--- src/rtl/d_branch_unit.sv ---
// Decode-stage branch resolver: multi-mode operand compare plus a BHT of 2-bit saturating counters.
// Optional resolve/mispredict counters are built when D_BRANCH_STATS_EN is defined.
module d_branch_unit #(
    parameter int WIDTH     = 32,
    parameter int BHT_DEPTH = 16,
    parameter int CNT_W     = 32
) (
    input  logic             clk,
    input  logic             reset,
    input  logic [WIDTH-1:0] D_RD1,
    input  logic [WIDTH-1:0] D_RD2,
    input  logic [2:0]       D_CmpOp,
    input  logic             D_Branch,
    input  logic             D_Stall,
    input  logic [31:0]      D_PC,
    input  logic             D_PredTaken,
    input  logic [31:0]      F_PC,
    output logic             F_PredTaken,
    output logic             D_Taken,
    output logic             D_Zero,
    output logic             D_Mispredict,
    output logic [CNT_W-1:0] D_BranchCnt,
    output logic [CNT_W-1:0] D_MissCnt
);

    localparam int IDX_W = $clog2(BHT_DEPTH);

    typedef enum logic [2:0] {
        CMP_EQ  = 3'd0,
        CMP_NE  = 3'd1,
        CMP_LEZ = 3'd2,
        CMP_GTZ = 3'd3,
        CMP_LTZ = 3'd4,
        CMP_GEZ = 3'd5,
        CMP_LT  = 3'd6,
        CMP_LTU = 3'd7
    } cmp_op_e;

    logic [1:0]       bht [BHT_DEPTH];
    logic [IDX_W-1:0] d_idx;
    logic [IDX_W-1:0] f_idx;
    logic             reset_d;
    logic             resolve;
    logic             taken;
    logic             rd1_neg;
    logic             rd1_zero;
    logic [1:0]       cur_entry;
    logic [1:0]       next_entry;
    logic             pc_unused;

    assign d_idx     = D_PC[IDX_W+1:2];
    assign f_idx     = F_PC[IDX_W+1:2];
    assign pc_unused = ^{D_PC[31:IDX_W+2], D_PC[1:0], F_PC[31:IDX_W+2], F_PC[1:0]};

    assign rd1_neg  = D_RD1[WIDTH-1];
    assign rd1_zero = (D_RD1 == '0);
    assign D_Zero   = (D_RD1 == D_RD2);

    // NOTE: every always_comb output gets a default before the case so no path leaves it unassigned (no latch).
    always_comb begin
        taken = 1'b0;
        case (cmp_op_e'(D_CmpOp))
            CMP_EQ:  taken = D_Zero;
            CMP_NE:  taken = ~D_Zero;
            CMP_LEZ: taken = rd1_neg | rd1_zero;
            CMP_GTZ: taken = ~rd1_neg & ~rd1_zero;
            CMP_LTZ: taken = rd1_neg;
            CMP_GEZ: taken = ~rd1_neg;
            CMP_LT:  taken = $signed(D_RD1) < $signed(D_RD2);
            CMP_LTU: taken = D_RD1 < D_RD2;
            default: taken = 1'b0;
        endcase
    end

    assign D_Taken      = taken;
    assign D_Mispredict = D_Branch & ~D_Stall & (taken ^ D_PredTaken);
    assign resolve      = D_Branch & ~D_Stall & ~reset;

    // Saturating 2-bit counter step for the entry being resolved.
    assign cur_entry = bht[d_idx];
    always_comb begin
        next_entry = cur_entry;
        if (taken) begin
            if (cur_entry != 2'b11) next_entry = cur_entry + 2'b01;
        end else begin
            if (cur_entry != 2'b00) next_entry = cur_entry - 2'b01;
        end
    end

    // NOTE: the BHT is a flop array, not a RAM, because every entry must restart weakly not-taken on reset.
    // NOTE: sequential state uses non-blocking assignments so all flops update from pre-edge values.
    always_ff @(posedge clk) begin
        if (reset) begin
            for (int i = 0; i < BHT_DEPTH; i++) bht[i] <= 2'b01;
        end else if (resolve) begin
            bht[d_idx] <= next_entry;
        end
    end

    always_ff @(posedge clk) begin
        reset_d <= reset;
    end

    // Prediction is masked while reset is held and for the cycle after it drops.
    assign F_PredTaken = bht[f_idx][1] & ~reset & ~reset_d;

`ifdef D_BRANCH_STATS_EN
    logic [CNT_W-1:0] branch_cnt;
    logic [CNT_W-1:0] miss_cnt;

    always_ff @(posedge clk) begin
        if (reset) begin
            branch_cnt <= '0;
            miss_cnt   <= '0;
        end else if (resolve) begin
            if (branch_cnt != '1) branch_cnt <= branch_cnt + CNT_W'(1);
            if (D_Mispredict && miss_cnt != '1) miss_cnt <= miss_cnt + CNT_W'(1);
        end
    end

    assign D_BranchCnt = branch_cnt;
    assign D_MissCnt   = miss_cnt;
`else
    assign D_BranchCnt = '0;
    assign D_MissCnt   = '0;
`endif

endmodule

--- config.mk ---
export PLATFORM = sky130hd
export DESIGN_NAME = d_branch_unit
export DESIGN_NICKNAME = d
export VERILOG_FILES = /design/src/rtl/d_branch_unit.sv
export SDC_FILE = /design/constraint.sdc
export NUM_CORES = 1
export LEC_CHECK = 0
export ABC_AREA = 0
export ABC_CLOCK_PERIOD_IN_PS = 7150
export CORE_UTILIZATION = 42
export CTS_BUF_LIST = sky130_fd_sc_hd__clkbuf_8
export CTS_CLUSTER_SIZE = 25
export DETAILED_ROUTE_END_ITERATION = 10
export PLACE_DENSITY_LB_ADDON = 0.1
export SLEW_MARGIN = 20
export SYNTH_ARGS = -nofsm -noshare
export SYNTH_HDL_FRONTEND = slang
export SYNTH_SLANG_ARGS = --single-unit
--- constraint.sdc ---
create_clock -name clk -period 7.15 [get_ports clk]
set_input_delay 1.43 -clock clk [delete_from_list [all_inputs] [get_ports clk]]
set_output_delay 1.43 -clock clk [all_outputs]
set_load 0.01 [all_outputs]
==> flow_summary.toml <==
[run_status]
status = "complete, no violations"

[timing]
tns_ns = 0
fmax_mhz = 163
fin_ws_ns = 1.02
tightest_slew_ns = 0.959
setup_viol = 0
skew_ns = 0.00525
rsz0062_at_grt = "false"
slew_headroom_pct = 36.0
finalCritPeriodShare_pct = 85.7
slew_viol_final = 0
period_needed_ns = 6.13
hold_violations = 0

[global_routing]
grt_pass1_vias = 2587
grt_pass1_wl_mm = 12.9
track_usage_pct = 19.8
grt_max_degree = 22
overflow = 0
antenna_found_initial = 0

[detailed_routing]
drtPass1Iterations = 4
postRouteAntennaNets = 0
routedWlPerCell_um = 15.1
vias = 2654
drc = 0
drt_iter0_drc = 120
routed_via_density = 4.99
drt-total-wl_mm = 8.05

[setup_path]
criticalPathCategory = "input pin to output port"
r2r_start = "bht[14][1]"
crit_fanout = 5
worst_r2r_path_depth = 5
timing.rr.end = "bht[9][1]"
reg2reg_slack_ns = 4.46
cp_data_arrival_time_ns = 4.70
crit_cells = 10
path_buf_inv = 2
crit_required_ns = 5.72
cp-startpoint = "D_RD1[31]"
crit_path_end_kind = "output port"
slowest_delay_ns = 0.62
worstPathCellList = "clkdlybuf4s50_1, ha_1, nand4_2, nor2_1, a221o_1, a211o_1, a2111oi_2, nor3_1, nor3b_1, clkdlybuf4s50_1"
critPathMostFrequentCell = "clkdlybuf4s50_1"
cpLargestDelayFamily = "compound AO/OA/AOI/OAI gates"
critPathLaunchType = "input pin"
slowest_stage = "a2111oi_2"

[logic_synthesis]
synth_area_per_cell_um2 = 9.72
async_flop_share_pct = 0
synth.distinct_cells = 44
yosysSeqAreaShare_pct = 28.7
synth_area_um2 = 3420
ys_ff_latch = 33
synth-main-ff-cell = "edfxtp_1"
synthCells = 352
synth-edff-count = 32
yosys_warnings = 0

[final_layout]
diodes = 0
final_common_cell = "clkdlybuf4s50_1"
multiInputGateArea_um2 = 2000
fillers = 719
register_area_um2 = 981
drive_gt1_share_pct = 10.9
mostFrequentLayoutCells = "clkdlybuf4s50_1 (83), conb_1 (64), inv_1 (33)"
layoutNonFillerInstCount = 532
nets = 598
design_area_um2 = 4180
area_delta_synth_final_pct = 22.1

[clock_network]
cts_buffer_depth = 2
cts_resized = 0
cts.sinks = 33
cts_tree = "built"
holdBufCountCts = 0
h-tree-depth = 2
clk_pin_slew_ns = 0.07
clk_latency_ns = 0.28
cts_setup_buffers = 0
cts_root_buf = "clkbuf_8"
cts-buffers-inserted = 5

[power_and_ir_drop]
irDropWorstVdd_v = 0.000116
powerDensity_nw_per_um2 = 134
p_leak_nw = 1.70

[floorplanning]
start_util_pct = 43.8
ioPinCount = 204
rows = 32
core_region_area_um2 = 7810
dieArea_um2 = 8510
die_width_um = 92.3
chipHeight_um = 92.3

[run]
maxCapViolations = 0

[place]
place_area_um2 = 4070
place.detailed.hpwl_mm = 6.48
dp_slack_ns = 1.05
place_congestion = 0.799
dp_cells = 525
io_buffers = 83

[min_path]
hold_start = "bht[8][0]"
hold_class = "flip-flop to flip-flop"
hold_end = "bht[7][1]"
hold_path_depth = 4
==> metrics by stage <==
| step | hold slack, ns | total power, mW | util [%] |
|---|---|---|---|
| floorplan | 1.12 | 0.350 | - |
| global placement | 1.24 | 0.391 | 52.2 |
| detailed placement | 1.25 | 0.394 | 52.2 |
| CTS | 1.25 | 0.562 | 53.5 |
| global route | 1.33 | 0.587 | 53.5 |
| finish | 1.25 | 0.560 | 53.5 |
==> registers in the layout, indices dropped and copies added, names as in the netlist <==
| name | flops |
|---|---|
| reset_d | 1 |
| bht | 32 |
==> routing by layer <==
| layer | vias up | routed length (µm) | global-route usage, % |
|---|---|---|---|
| met5 | - | 0 | 0 |
| met4 | 0 | 117 | 4.95 |
| met3 | 10 | 463 | 3.65 |
| met2 | 100 | 3860 | 34.0 |
| met1 | 1244 | 3610 | 25.6 |
| li1 | 1300 | - | - |
==> synthesized netlist by cell type (3+ instances only) <==
master     n  area, µm²
nor2b_1    6       37.5
nor3_1     7       35.0
nor4_1    14       87.6
nor3_2     8       80.1
a221o_1    3       30.0
ha_1      32        400
nand2_1   24       90.1
buf_6      3       33.8
mux4_2    15        338
nand4_1    9       56.3
nor2_1    11       41.3
nand3_1   11       55.1
o21ai_0    4       20.0
a21oi_1   14       70.1
nand2b_1  14       87.6
buf_4     64        480
or2_2      8       50.1
and3_1     3       18.8
edfxtp_1  32        961
clkbuf_1   7       26.3
inv_1     33        124
==> logic make-up (layout without fill, tap and decap cells) <==
kind of cell             Yosys count  after routing  share of synthesized area, %
AND/OR/NAND/NOR                  127            127                          22.2
buffers and inverters            109            124                          19.7
AO/OA/AOI/OAI                     33             33                          7.17
flip-flops                        33             33                          28.7
adder cells (fa/ha/maj)           32             32                          11.7
multiplexers                      15             15                          9.88
XOR/XNOR                           2              2                         0.512
other                              1             64                         0.110
==> worst max-delay path by stage <==
stage                        end  slack, ns
floorplan           D_Mispredict       2.22
global placement    D_Mispredict       1.11
detailed placement  D_Mispredict       1.05
CTS                 D_Mispredict       1.04
global route        D_Mispredict       0.87
finish              D_Mispredict       1.02
==> power breakdown <==
group	switching, mW	internal (mW)
clock	0.0683	0.101
combinational	0.0896	0.0813
sequential	0.00259	0.217
total	0.161	0.399
==> layout make-up <==
class                           count  area share [%]
Tap cell                          102            3.06
Sequential cell                    33            23.5
Inverter                           33            2.97
Multi-Input combinational cell    273            47.9
Timing Repair Buffer               84            20.1
Clock inverter                      2           0.839
Clock buffer                        5            1.65
==> worst register-to-register path: stages (launching register included) <==
cell and delay [ns]:
edfxtp_1 0.42, mux4_2 0.48, mux4_2 0.53, nand2_1 0.08
and3_1 0.76, nor4_1 0.13
Power figures use the tool's default switching activity.
